$ cat src/rtl/alu_system.sv
// Small datapath: 8-register file, address register file, 16-bit IR, 256x8 memory
// and an 8-bit ALU with a {Z,C,N,O} flag register, all on one rising-edge clock.
module alu_system (
  input  logic        Clock,
  input  logic        Reset,
  input  logic [2:0]  RF_OutASel,
  input  logic [2:0]  RF_OutBSel,
  input  logic [1:0]  RF_FunSel,
  input  logic [3:0]  RF_RSel,
  input  logic [3:0]  RF_TSel,
  input  logic [1:0]  ARF_OutCSel,
  input  logic [1:0]  ARF_OutDSel,
  input  logic [1:0]  ARF_FunSel,
  input  logic [3:0]  ARF_RegSel,
  input  logic        IR_LH,
  input  logic        IR_Enable,
  input  logic [1:0]  IR_Funsel,
  input  logic [3:0]  ALU_FunSel,
  input  logic        Mem_WR,
  input  logic        Mem_CS,
  input  logic [1:0]  MuxASel,
  input  logic [1:0]  MuxBSel,
  input  logic        MuxCSel,
  output logic [7:0]  AOut,
  output logic [7:0]  BOut,
  output logic [7:0]  ALUOut,
  output logic [7:0]  ARF_AOut,
  output logic [7:0]  Address,
  output logic [7:0]  MemoryOut,
  output logic [7:0]  MuxAOut,
  output logic [7:0]  MuxBOut,
  output logic [7:0]  MuxCOut,
  output logic [3:0]  ALUOutFlag,
  output logic [15:0] IROut
);

  logic [7:0]  r1_q, r2_q, r3_q, r4_q, t1_q, t2_q, t3_q, t4_q;
  logic [7:0]  pc_q, ar_q, sp_q, pcpast_q;
  logic [15:0] ir_q;
  logic [3:0]  flag_q, flag_d;
  logic [7:0]  mem [256];
  logic [7:0]  rf_view [8];
  logic [7:0]  arf_view [4];
  logic [7:0]  alu_a, alu_b, alu_res;
  logic [8:0]  sum9;
  logic        mem_rd, mem_wr;

  function automatic logic [7:0] fun8(input logic [1:0] sel, input logic [7:0] cur,
                                      input logic [7:0] din);
    case (sel)
      2'b00:   return cur - 8'd1;
      2'b01:   return cur + 8'd1;
      2'b10:   return din;
      default: return 8'd0;
    endcase
  endfunction

  // Select codes index these views directly: T1..T4 then R1..R4; AR, SP, PCpast, PC.
  assign rf_view  = '{t1_q, t2_q, t3_q, t4_q, r1_q, r2_q, r3_q, r4_q};
  assign arf_view = '{ar_q, sp_q, pcpast_q, pc_q};

  assign AOut     = rf_view[RF_OutASel];
  assign BOut     = rf_view[RF_OutBSel];
  assign ARF_AOut = arf_view[ARF_OutCSel];
  assign Address  = arf_view[ARF_OutDSel];
  assign IROut    = ir_q;
  assign ALUOutFlag = flag_q;

  always_ff @(posedge Clock) begin
    if (Reset) begin
      r1_q <= '0; r2_q <= '0; r3_q <= '0; r4_q <= '0;
      t1_q <= '0; t2_q <= '0; t3_q <= '0; t4_q <= '0;
    end else begin
      if (RF_RSel[3]) r1_q <= fun8(RF_FunSel, r1_q, MuxAOut);
      if (RF_RSel[2]) r2_q <= fun8(RF_FunSel, r2_q, MuxAOut);
      if (RF_RSel[1]) r3_q <= fun8(RF_FunSel, r3_q, MuxAOut);
      if (RF_RSel[0]) r4_q <= fun8(RF_FunSel, r4_q, MuxAOut);
      if (RF_TSel[3]) t1_q <= fun8(RF_FunSel, t1_q, MuxAOut);
      if (RF_TSel[2]) t2_q <= fun8(RF_FunSel, t2_q, MuxAOut);
      if (RF_TSel[1]) t3_q <= fun8(RF_FunSel, t3_q, MuxAOut);
      if (RF_TSel[0]) t4_q <= fun8(RF_FunSel, t4_q, MuxAOut);
    end
  end

  always_ff @(posedge Clock) begin
    if (Reset) begin
      pc_q <= '0; ar_q <= '0; sp_q <= '0; pcpast_q <= '0;
    end else begin
      if (ARF_RegSel[3]) pc_q     <= fun8(ARF_FunSel, pc_q, MuxBOut);
      if (ARF_RegSel[2]) ar_q     <= fun8(ARF_FunSel, ar_q, MuxBOut);
      if (ARF_RegSel[1]) sp_q     <= fun8(ARF_FunSel, sp_q, MuxBOut);
      if (ARF_RegSel[0]) pcpast_q <= fun8(ARF_FunSel, pcpast_q, MuxBOut);
    end
  end

  always_ff @(posedge Clock) begin
    if (Reset) begin
      ir_q <= '0;
    end else if (IR_Enable) begin
      case (IR_Funsel)
        2'b00: ir_q <= ir_q - 16'd1;
        2'b01: ir_q <= ir_q + 16'd1;
        2'b10: begin
          if (IR_LH) ir_q[15:8] <= MemoryOut;
          else       ir_q[7:0]  <= MemoryOut;
        end
        default: ir_q <= '0;
      endcase
    end
  end

  // Memory content is deliberately outside the reset domain.
  assign mem_rd = !Mem_CS && !Mem_WR;
  assign mem_wr = !Mem_CS && Mem_WR;

  always_ff @(posedge Clock) begin
    if (mem_wr) mem[Address] <= ALUOut;
  end

  assign MemoryOut = mem_rd ? mem[Address] : 8'h00;

  always_comb begin
    case (MuxASel)
      2'b00:   MuxAOut = ALUOut;
      2'b01:   MuxAOut = MemoryOut;
      2'b10:   MuxAOut = ir_q[7:0];
      default: MuxAOut = ARF_AOut;
    endcase
    case (MuxBSel)
      2'b00:   MuxBOut = ALUOut;
      2'b01:   MuxBOut = MemoryOut;
      2'b10:   MuxBOut = ir_q[7:0];
      default: MuxBOut = ARF_AOut;
    endcase
    MuxCOut = MuxCSel ? ARF_AOut : AOut;
  end

  assign alu_a = MuxCOut;
  assign alu_b = BOut;

  // flag_d starts from the held flags; each operation overrides only what it owns.
  always_comb begin
    flag_d  = flag_q;
    alu_res = '0;
    sum9    = '0;
    case (ALU_FunSel)
      4'b0000: alu_res = alu_a;
      4'b0001: alu_res = alu_b;
      4'b0010: alu_res = ~alu_a;
      4'b0011: alu_res = ~alu_b;
      4'b0100, 4'b0101: begin
        sum9 = {1'b0, alu_a} + {1'b0, alu_b} +
               {8'd0, (ALU_FunSel == 4'b0101) & flag_q[2]};
        alu_res   = sum9[7:0];
        flag_d[2] = sum9[8];
        flag_d[0] = (alu_a[7] == alu_b[7]) && (alu_res[7] != alu_a[7]);
      end
      4'b0110: begin
        alu_res   = alu_a - alu_b;
        flag_d[2] = alu_a < alu_b;
        flag_d[0] = (alu_a[7] != alu_b[7]) && (alu_res[7] != alu_a[7]);
      end
      4'b0111: alu_res = alu_a & alu_b;
      4'b1000: alu_res = alu_a | alu_b;
      4'b1001: alu_res = alu_a ^ alu_b;
      4'b1010: begin
        alu_res   = {alu_a[6:0], 1'b0};
        flag_d[2] = alu_a[7];
      end
      4'b1011: begin
        alu_res   = {1'b0, alu_a[7:1]};
        flag_d[2] = alu_a[0];
      end
      4'b1100: begin
        alu_res   = {alu_a[6:0], 1'b0};
        flag_d[0] = alu_a[7] ^ alu_a[6];
      end
      4'b1101: alu_res = {alu_a[7], alu_a[7:1]};
      4'b1110: begin
        alu_res   = {alu_a[6:0], flag_q[2]};
        flag_d[2] = alu_a[7];
      end
      default: begin
        alu_res   = {flag_q[2], alu_a[7:1]};
        flag_d[2] = alu_a[0];
      end
    endcase
    flag_d[3] = (alu_res == 8'd0);
    if (ALU_FunSel != 4'b1101) flag_d[1] = alu_res[7];
  end

  assign ALUOut = alu_res;

  always_ff @(posedge Clock) begin
    if (Reset) flag_q <= '0;
    else       flag_q <= flag_d;
  end

endmodule

$ cat config.mk
export PLATFORM = sky130hd
export DESIGN_NAME = alu_system
export DESIGN_NICKNAME = d
export VERILOG_FILES = /design/src/rtl/alu_system.sv
export SDC_FILE = /design/constraint.sdc
export NUM_CORES = 2
export LEC_CHECK = 0
export ABC_AREA = 0
export BUFFER_PORTS_ARGS = -buffer_cell sky130_fd_sc_hd__buf_4
export CAP_MARGIN = 20
export CORE_ASPECT_RATIO = 0.75
export CORE_MARGIN = 5
export CORE_UTILIZATION = 30
export CTS_CLUSTER_SIZE = 14
export DETAILED_ROUTE_END_ITERATION = 7
export GPL_TIMING_DRIVEN = 1
export SYNTH_ARGS = -nofsm -noshare
export SYNTH_HDL_FRONTEND = slang
export SYNTH_SLANG_ARGS = --single-unit
$ cat constraint.sdc
create_clock -name Clock -period 16.7 [get_ports Clock]
set_input_delay 0 -clock Clock [delete_from_list [all_inputs] [get_ports Clock]]
set_output_delay 0 -clock Clock [all_outputs]
set_load 0.03 [all_outputs]
Word level (Yosys, flattened, before mapping)
Memories as Yosys holds them, arrays and structs flattened.
Cells that the tools add are included.
Widths: inputs -> output; s select.
{"block": "totals", "regBits": 116, "latchBits": 0, "mem_bits_rw": 2048, "mem_bits_ro": 0, "output_inout_bits": 92, "elab_cells": 151, "n_memories": 1}
{"block": "op_classes", "n_addsub": 29, "mul": 0, "n_div": 0, "order_cmp": 5, "eq_ne": 31, "shifts": 0, "n_mux": 36, "bitwise": 11, "n_reduce_logical": 20}
{"name": "mem", "depth": 256, "width": 8, "rd": 1, "rd_clocked_by_memory_dff": 0, "wr": 1, "line_no": "41", "text": "logic [7:0] mem [256];"}
{"operator": "$pmux 8 s3", "count": 14}
{"operator": "$pmux 8 s13", "count": 1}
{"operator": "$add 8x1->8 const B", "count": 12}
{"operator": "$mux 8", "count": 12}
{"operator": "$sub 8x1->8 const B", "count": 12}
{"operator": "$bmux 8 s3", "count": 2}
{"operator": "$pmux 16 s3", "count": 1}
{"operator": "$bmux 8 s2", "count": 2}
{"operator": "$eq 4x4->1 const B", "count": 7}
{"operator": "$add 16x1->16 const B", "count": 1}
{"operator": "$eq 4x3->1 const B", "count": 4}
{"operator": "$not 8->8", "count": 2}
{"operator": "$sub 16x1->16 const B", "count": 1}
{"operator": "$eq 2x1->1 const B", "count": 5}
{"operator": "$eq 2x2->1 const B", "count": 5}
{"operator": "$logic_not 2->1", "count": 5}
{"operator": "$add 8x8->9", "count": 1}
{"operator": "$add 9x1->9", "count": 1}
{"operator": "$reduce_or 9->1", "count": 1}
{"operator": "$and 8x8->8", "count": 1}
{"operator": "$eq 4x2->1 const B", "count": 2}
{"operator": "$ge 4x4->1 const B", "count": 2}
{"operator": "$logic_not 8->1", "count": 1}
{"operator": "$lt 8x8->1", "count": 1}
{"operator": "22 further kinds", "count": 36}

Longest topological paths before layout
{"block": "logic_depth", "ltp_word": 10, "depth_mapped": 19, "mapped_depth_nobuf": 16}

Worst setup path before layout
No wires, ideal clock.
{"block": "synth_path", "path_type": "input-to-reg", "from": "in RF_OutASel[0]", "to": "reg ar_q[5]", "setup_time_ps": 86, "arrival_ps": 15504, "path_slack_ps": 1110, "path_stages": 11, "n_path_buf": 2, "cell_sequence": "clkbuf_1 > clkbuf_1 > mux4_2 > mux2_2 > mux2_2 > xnor2_1 > a21oi_1 > o21ai_0 > mux4_2 > nand2_1 > a211oi_1"}
{"block": "synth_via", "elab_chain_len": 10}
{"element": "start, declared", "line_no": "6", "text": "input logic [2:0] RF_OutASel,"}
{"element": "$not 3->4 (implied by the code) *", "line_no": "62", "text": "assign AOut = rf_view[RF_OutASel];"}
{"element": "$bmux 8 s3 *", "line_no": "62"}
{"element": "$mux 8 (implied by the code) * (2 in a row)", "line_no": "62"}
{"element": "net AOut[5]", "line_no": "24", "text": "output logic [7:0] AOut,"}
{"element": "$mux 8 *", "line_no": "135", "text": "MuxCOut = MuxCSel ? ARF_AOut : AOut;"}
{"element": "net MuxCOut[5]", "line_no": "32", "text": "output logic [7:0] MuxCOut,"}
{"element": "$add 8x8->9", "line_no": "152", "text": "sum9 = {1'b0, alu_a} + {1'b0, alu_b} +"}
{"element": "$add 9x1->9", "line_no": "152"}
{"element": "$pmux 8 s13 *", "line_no": "146", "text": "case (ALU_FunSel)"}
{"element": "net ALUOut[5]", "line_no": "26", "text": "output logic [7:0] ALUOut,"}
{"element": "$pmux 8 s3 *", "line_no": "129", "text": "case (MuxBSel)"}
{"element": "net MuxBOut[5]", "line_no": "31", "text": "output logic [7:0] MuxBOut,"}
{"element": "$pmux 8 s3 *", "line_no": "50", "text": "case (sel)"}
{"element": "end signal, assigned", "line_no": "90", "text": "if (ARF_RegSel[2]) ar_q <= fun8(ARF_FunSel, ar_q, MuxBOut);"}
{"element": "end, declared", "line_no": "38", "text": "logic [7:0] pc_q, ar_q, sp_q, pcpast_q;"}
Mark *: on every way through the listed nets, which the timed path passes. The rest lies on a longest branch. The select of a mux whose other input is x is not followed.
A chain may end at the register's enable or synchronous reset.

Worst setup path in the final report
{"block": "layout_path", "from": "reg ar_q[1]", "to": "reg ar_q[0]"}
{"block": "layout_via", "elab_chain_len": 7}
{"element": "$bmux 8 s2, on equally long branches", "line_no": "65, 64"}
{"element": "$mux 8, on equally long branches (2 in a row)", "line_no": "65, 64"}
{"element": "$mem_v2 256x8 or $mux 8 (tied branches)"}
{"element": "$mux 8 or $pmux 8 s13 (tied branches)", "line_no": "120, 146"}
{"element": "$pmux 8 s3 *", "line_no": "129"}
{"element": "$pmux 8 s3 *", "line_no": "50"}
Every way passes the cells marked *; elsewhere a longest branch is shown, timed or not. The select of a mux whose other input is x is not followed.

==> impl_metrics.json <==
{
  "post-cts-setup-buffers": 0,
  "async_reset_ff_share_pct": 0,
  "nNetsFinal": 6035,
  "finalClockSkew_ns": 0.0550,
  "r2r-start": "ar_q[1]",
  "p_leak_nw": 34.2,
  "gr-total-overflow": 0,
  "design.portCount": 135,
  "worst-setup-path-type": "reg -> reg",
  "initial_core_util_pct": 30.1,
  "detail_route.iter0.violations": 7384,
  "cts.sinks": 2164,
  "core.rowCount": 177,
  "layout-area-overhead-vs-synth_pct": 13.2,
  "synth-warning-count": 0,
  "sequential_share_of_power_pct": 48.1,
  "synthesis.area_per_instance_um2": 16.4,
  "routed_wire_length_per_instance_um": 28.7,
  "syn_area_mm2": 0.0932,
  "antenna_found_initial": 13,
  "p_comb_share_pct": 17.5,
  "worstSetupStartpoint": "ar_q[1]",
  "unrepaired_setup_endpoints_after_global_routing": "false",
  "power_switching_mw": 3.78,
  "grt_pass1_wl_um": 410000,
  "cts_buffer_depth": 4,
  "fillers": 29400,
  "hp-class": "in -> reg",
  "detail_route.drc_violations": 0,
  "die_area_mm2": 0.322,
  "synth_cells": 5665,
  "fp.coreArea_mm2": 0.310,
  "worstSkewPairLatency_ns": 0.88,
  "cts.root.buffer_cell": "sky130_fd_sc_hd__clkbuf_16",
  "crit_chain": "inv_1 -> mux4_4 -> inv_16 -> buf_4 -> buf_4 -> buf_4 -> mux4_2 -> mux2i_1 -> o21ai_0 -> nand4_1 -> nor4b_1 -> or4b_1 -> o211ai_1 -> dlygate4sd3_1 -> o22ai_1 -> dlygate4sd3_1 -> nor2_1",
  "timing.max_cap.violations": 0,
  "number_of_enable_type_register_cells_in_the_synthesized_netlist": 2048,
  "ir_drop_worst_vdd_v": 0.0000990,
  "max-slew-margin-rel_pct": 20.5,
  "ant_nets": 0,
  "routed_via_density": 5.48,
  "clkTransAtPathRegs_ns": 0.07,
  "grt_util_all_layers_pct": 17.5,
  "status": "finished clean",
  "finalMaxSlewViolations": 0,
  "wirelength_um": 291000,
  "syn-num-nets": 5834,
  "cts_hold_buffers": 64,
  "internal_power_mw": 9.58,
  "cts_inserted_buffers": 212,
  "cts_resized": 0,
  "crit_path_frequent_cell": "sky130_fd_sc_hd__buf_4",
  "start_kind": "flip-flop",
  "cp_data_required_time_ns": 17.51,
  "worst_setup_path_end_kind": "flip-flop",
  "tritoncts": "done",
  "grt_pass1_vias": 53000,
  "crit_fanout": 121,
  "pwr-share-clk_pct": 34.4,
  "tightest_slew_ns": 1.19,
  "power_total_mw": 13.4,
  "gp_congestion": 0.909,
  "ys_seq_elements": 2164,
  "die_h_um": 493,
  "pin_count_of_the_biggest_net_entering_global_routing": 169,
  "vias": 55600,
  "finalSetupTns_ns": 0,
  "ys.flop_type": "sky130_fd_sc_hd__edfxtp_1",
  "die_x_um": 653,
  "drt-pass1-iter-count": 6,
  "share_of_the_cycle_needed_by_the_critical_path_after_routing_pct": 50.8,
  "count_of_input_and_output_buffers": 134,
  "layout.cells.most_common": "sky130_fd_sc_hd__edfxtp_1",
  "cpMaxStageDelayCell": "sky130_fd_sc_hd__mux4_4",
  "post_route_cells_drive_above_1_share_pct": 16.3,
  "synth-seq-area-share_pct": 68.5,
  "synth_cell_types": 116,
  "setup-violations-final": 0,
  "layout_common_cells": "2048 x sky130_fd_sc_hd__edfxtp_1, 431 x sky130_fd_sc_hd__nor2_1, 419 x sky130_fd_sc_hd__mux2i_1, 323 x sky130_fd_sc_hd__mux4_2, 316 x sky130_fd_sc_hd__nand2_1",
  "holdCritStartpoint": "ARF_RegSel[2]",
  "power.density_cell_area_mw_per_mm2": 127,
  "critical-path-max-stage-delay_ns": 0.93,
  "max_clock_freq_mhz": 118,
  "switching_share_pct": 28.3,
  "htree_levels": 4,
  "fin_crit_ns": 8.49,
  "hold_viol": 0,
  "place_hpwl_um": 185000,
  "cp.arrival_ns": 9.30
}
[worst max-delay path: cells and delay by family (launching register included)]
kind	cells	cell delay (ns)
buffers and inverters	7	3.93
AND/OR/NAND/NOR	4	1.50
AO/OA/AOI/OAI	3	0.96
multiplexers	3	1.33
flip-flops	1	0.38
[area by class of cell]
cell class | count | area [um^2] | area share [%]
clock inverter | 111 | 927 | 0.879
antenna | 10 | 25.0 | 0.0237
tap | 4117 | 5150 | 4.89
inverter | 104 | 438 | 0.415
timing repair buffer | 350 | 2910 | 2.76
clock buffer | 263 | 5530 | 5.24
multi-input combinational | 3034 | 26600 | 25.3
sequential | 2164 | 63800 | 60.5
[registers in the layout, indices dropped and copies added (netlist names)]
name,count
r4_q,8
sp_q,8
pcpast_q,8
t4_q,8
t3_q,8
mem,2048
t1_q,8
IROut,16
t2_q,8
r1_q,8
ar_q,8
r3_q,8
pc_q,8
r2_q,8
ALUOutFlag,4
[synthesized netlist by cell type, types with 53 or more instances]
cell type,count,area [um^2]
sky130_fd_sc_hd__a211oi_1,70,526
sky130_fd_sc_hd__a21oi_1,205,1030
sky130_fd_sc_hd__a22oi_1,95,713
sky130_fd_sc_hd__a31oi_1,73,457
sky130_fd_sc_hd__clkbuf_1,168,631
sky130_fd_sc_hd__dfxtp_1,116,2320
sky130_fd_sc_hd__edfxtp_1,2048,61500
sky130_fd_sc_hd__ha_1,110,1380
sky130_fd_sc_hd__inv_1,98,368
sky130_fd_sc_hd__mux2i_1,419,4190
sky130_fd_sc_hd__mux4_2,324,7300
sky130_fd_sc_hd__nand2_1,321,1200
sky130_fd_sc_hd__nand3_1,68,340
sky130_fd_sc_hd__nor2_1,432,1620
sky130_fd_sc_hd__nor2b_1,53,332
sky130_fd_sc_hd__nor3_1,55,275
sky130_fd_sc_hd__o21ai_0,126,631
sky130_fd_sc_hd__xnor2_1,56,490
[worst paths after layout]
kind	endpoint	slack (ns)	cells past startpoint
hold / removal	ar_q[3]	0.06	3
setup / recovery	ar_q[0]	8.21	17
setup reg to reg	ar_q[0]	8.21	17
hold reg to reg	t3_q[4]	0.51	2
[power by group through the flow]
stage / registers (mW) / logic, mW / clock network, mW
floorplan: 6.74 / 1.36 / 0
global placement: 6.54 / 2.22 / 0
detailed placement: 6.54 / 2.27 / 0
CTS: 6.43 / 2.29 / 4.65
global route: 6.43 / 2.45 / 4.89
finish: 6.43 / 2.33 / 4.59
[routing by layer]
layer	global-route usage (%)	up-vias	routed length (um)
met2	25.0	3219	124000
met3	6.39	478	37800
li1	-	22900	-
met5	0	-	27
met4	4.64	4	8560
met1	25.0	29000	121000
[stage by stage]
step | setup slack (ns) | utilization (%) | hold WS [ns] | area (um^2) | instances
2_1_floorplan | 1.11 | - | 0.181 | 93200 | 5665
3_3_place_gp | 9.42 | 31.7 | 0.333 | 98200 | 9693
3_5_place_dp | 9.38 | 31.7 | 0.347 | 98200 | 9698
4_1_cts | 8.46 | 34.0 | 0.00156 | 105000 | 10100
5_1_grt | 8.04 | 34.1 | 0.0473 | 105000 | 10100
6_report | 8.21 | 34.1 | 0.0602 | 105000 | 10200
[kinds of logic after synthesis]
logic type | Yosys count | synth area share [%]
xor+xnor | 89 | 0.837
buf+inv | 467 | 3.07
compound gates | 926 | 6.77
simple gates | 1093 | 5.33
mux | 800 | 13.7
fa+ha+maj | 126 | 1.82
flops | 2164 | 68.5
(Power assumes the default switching activity.)
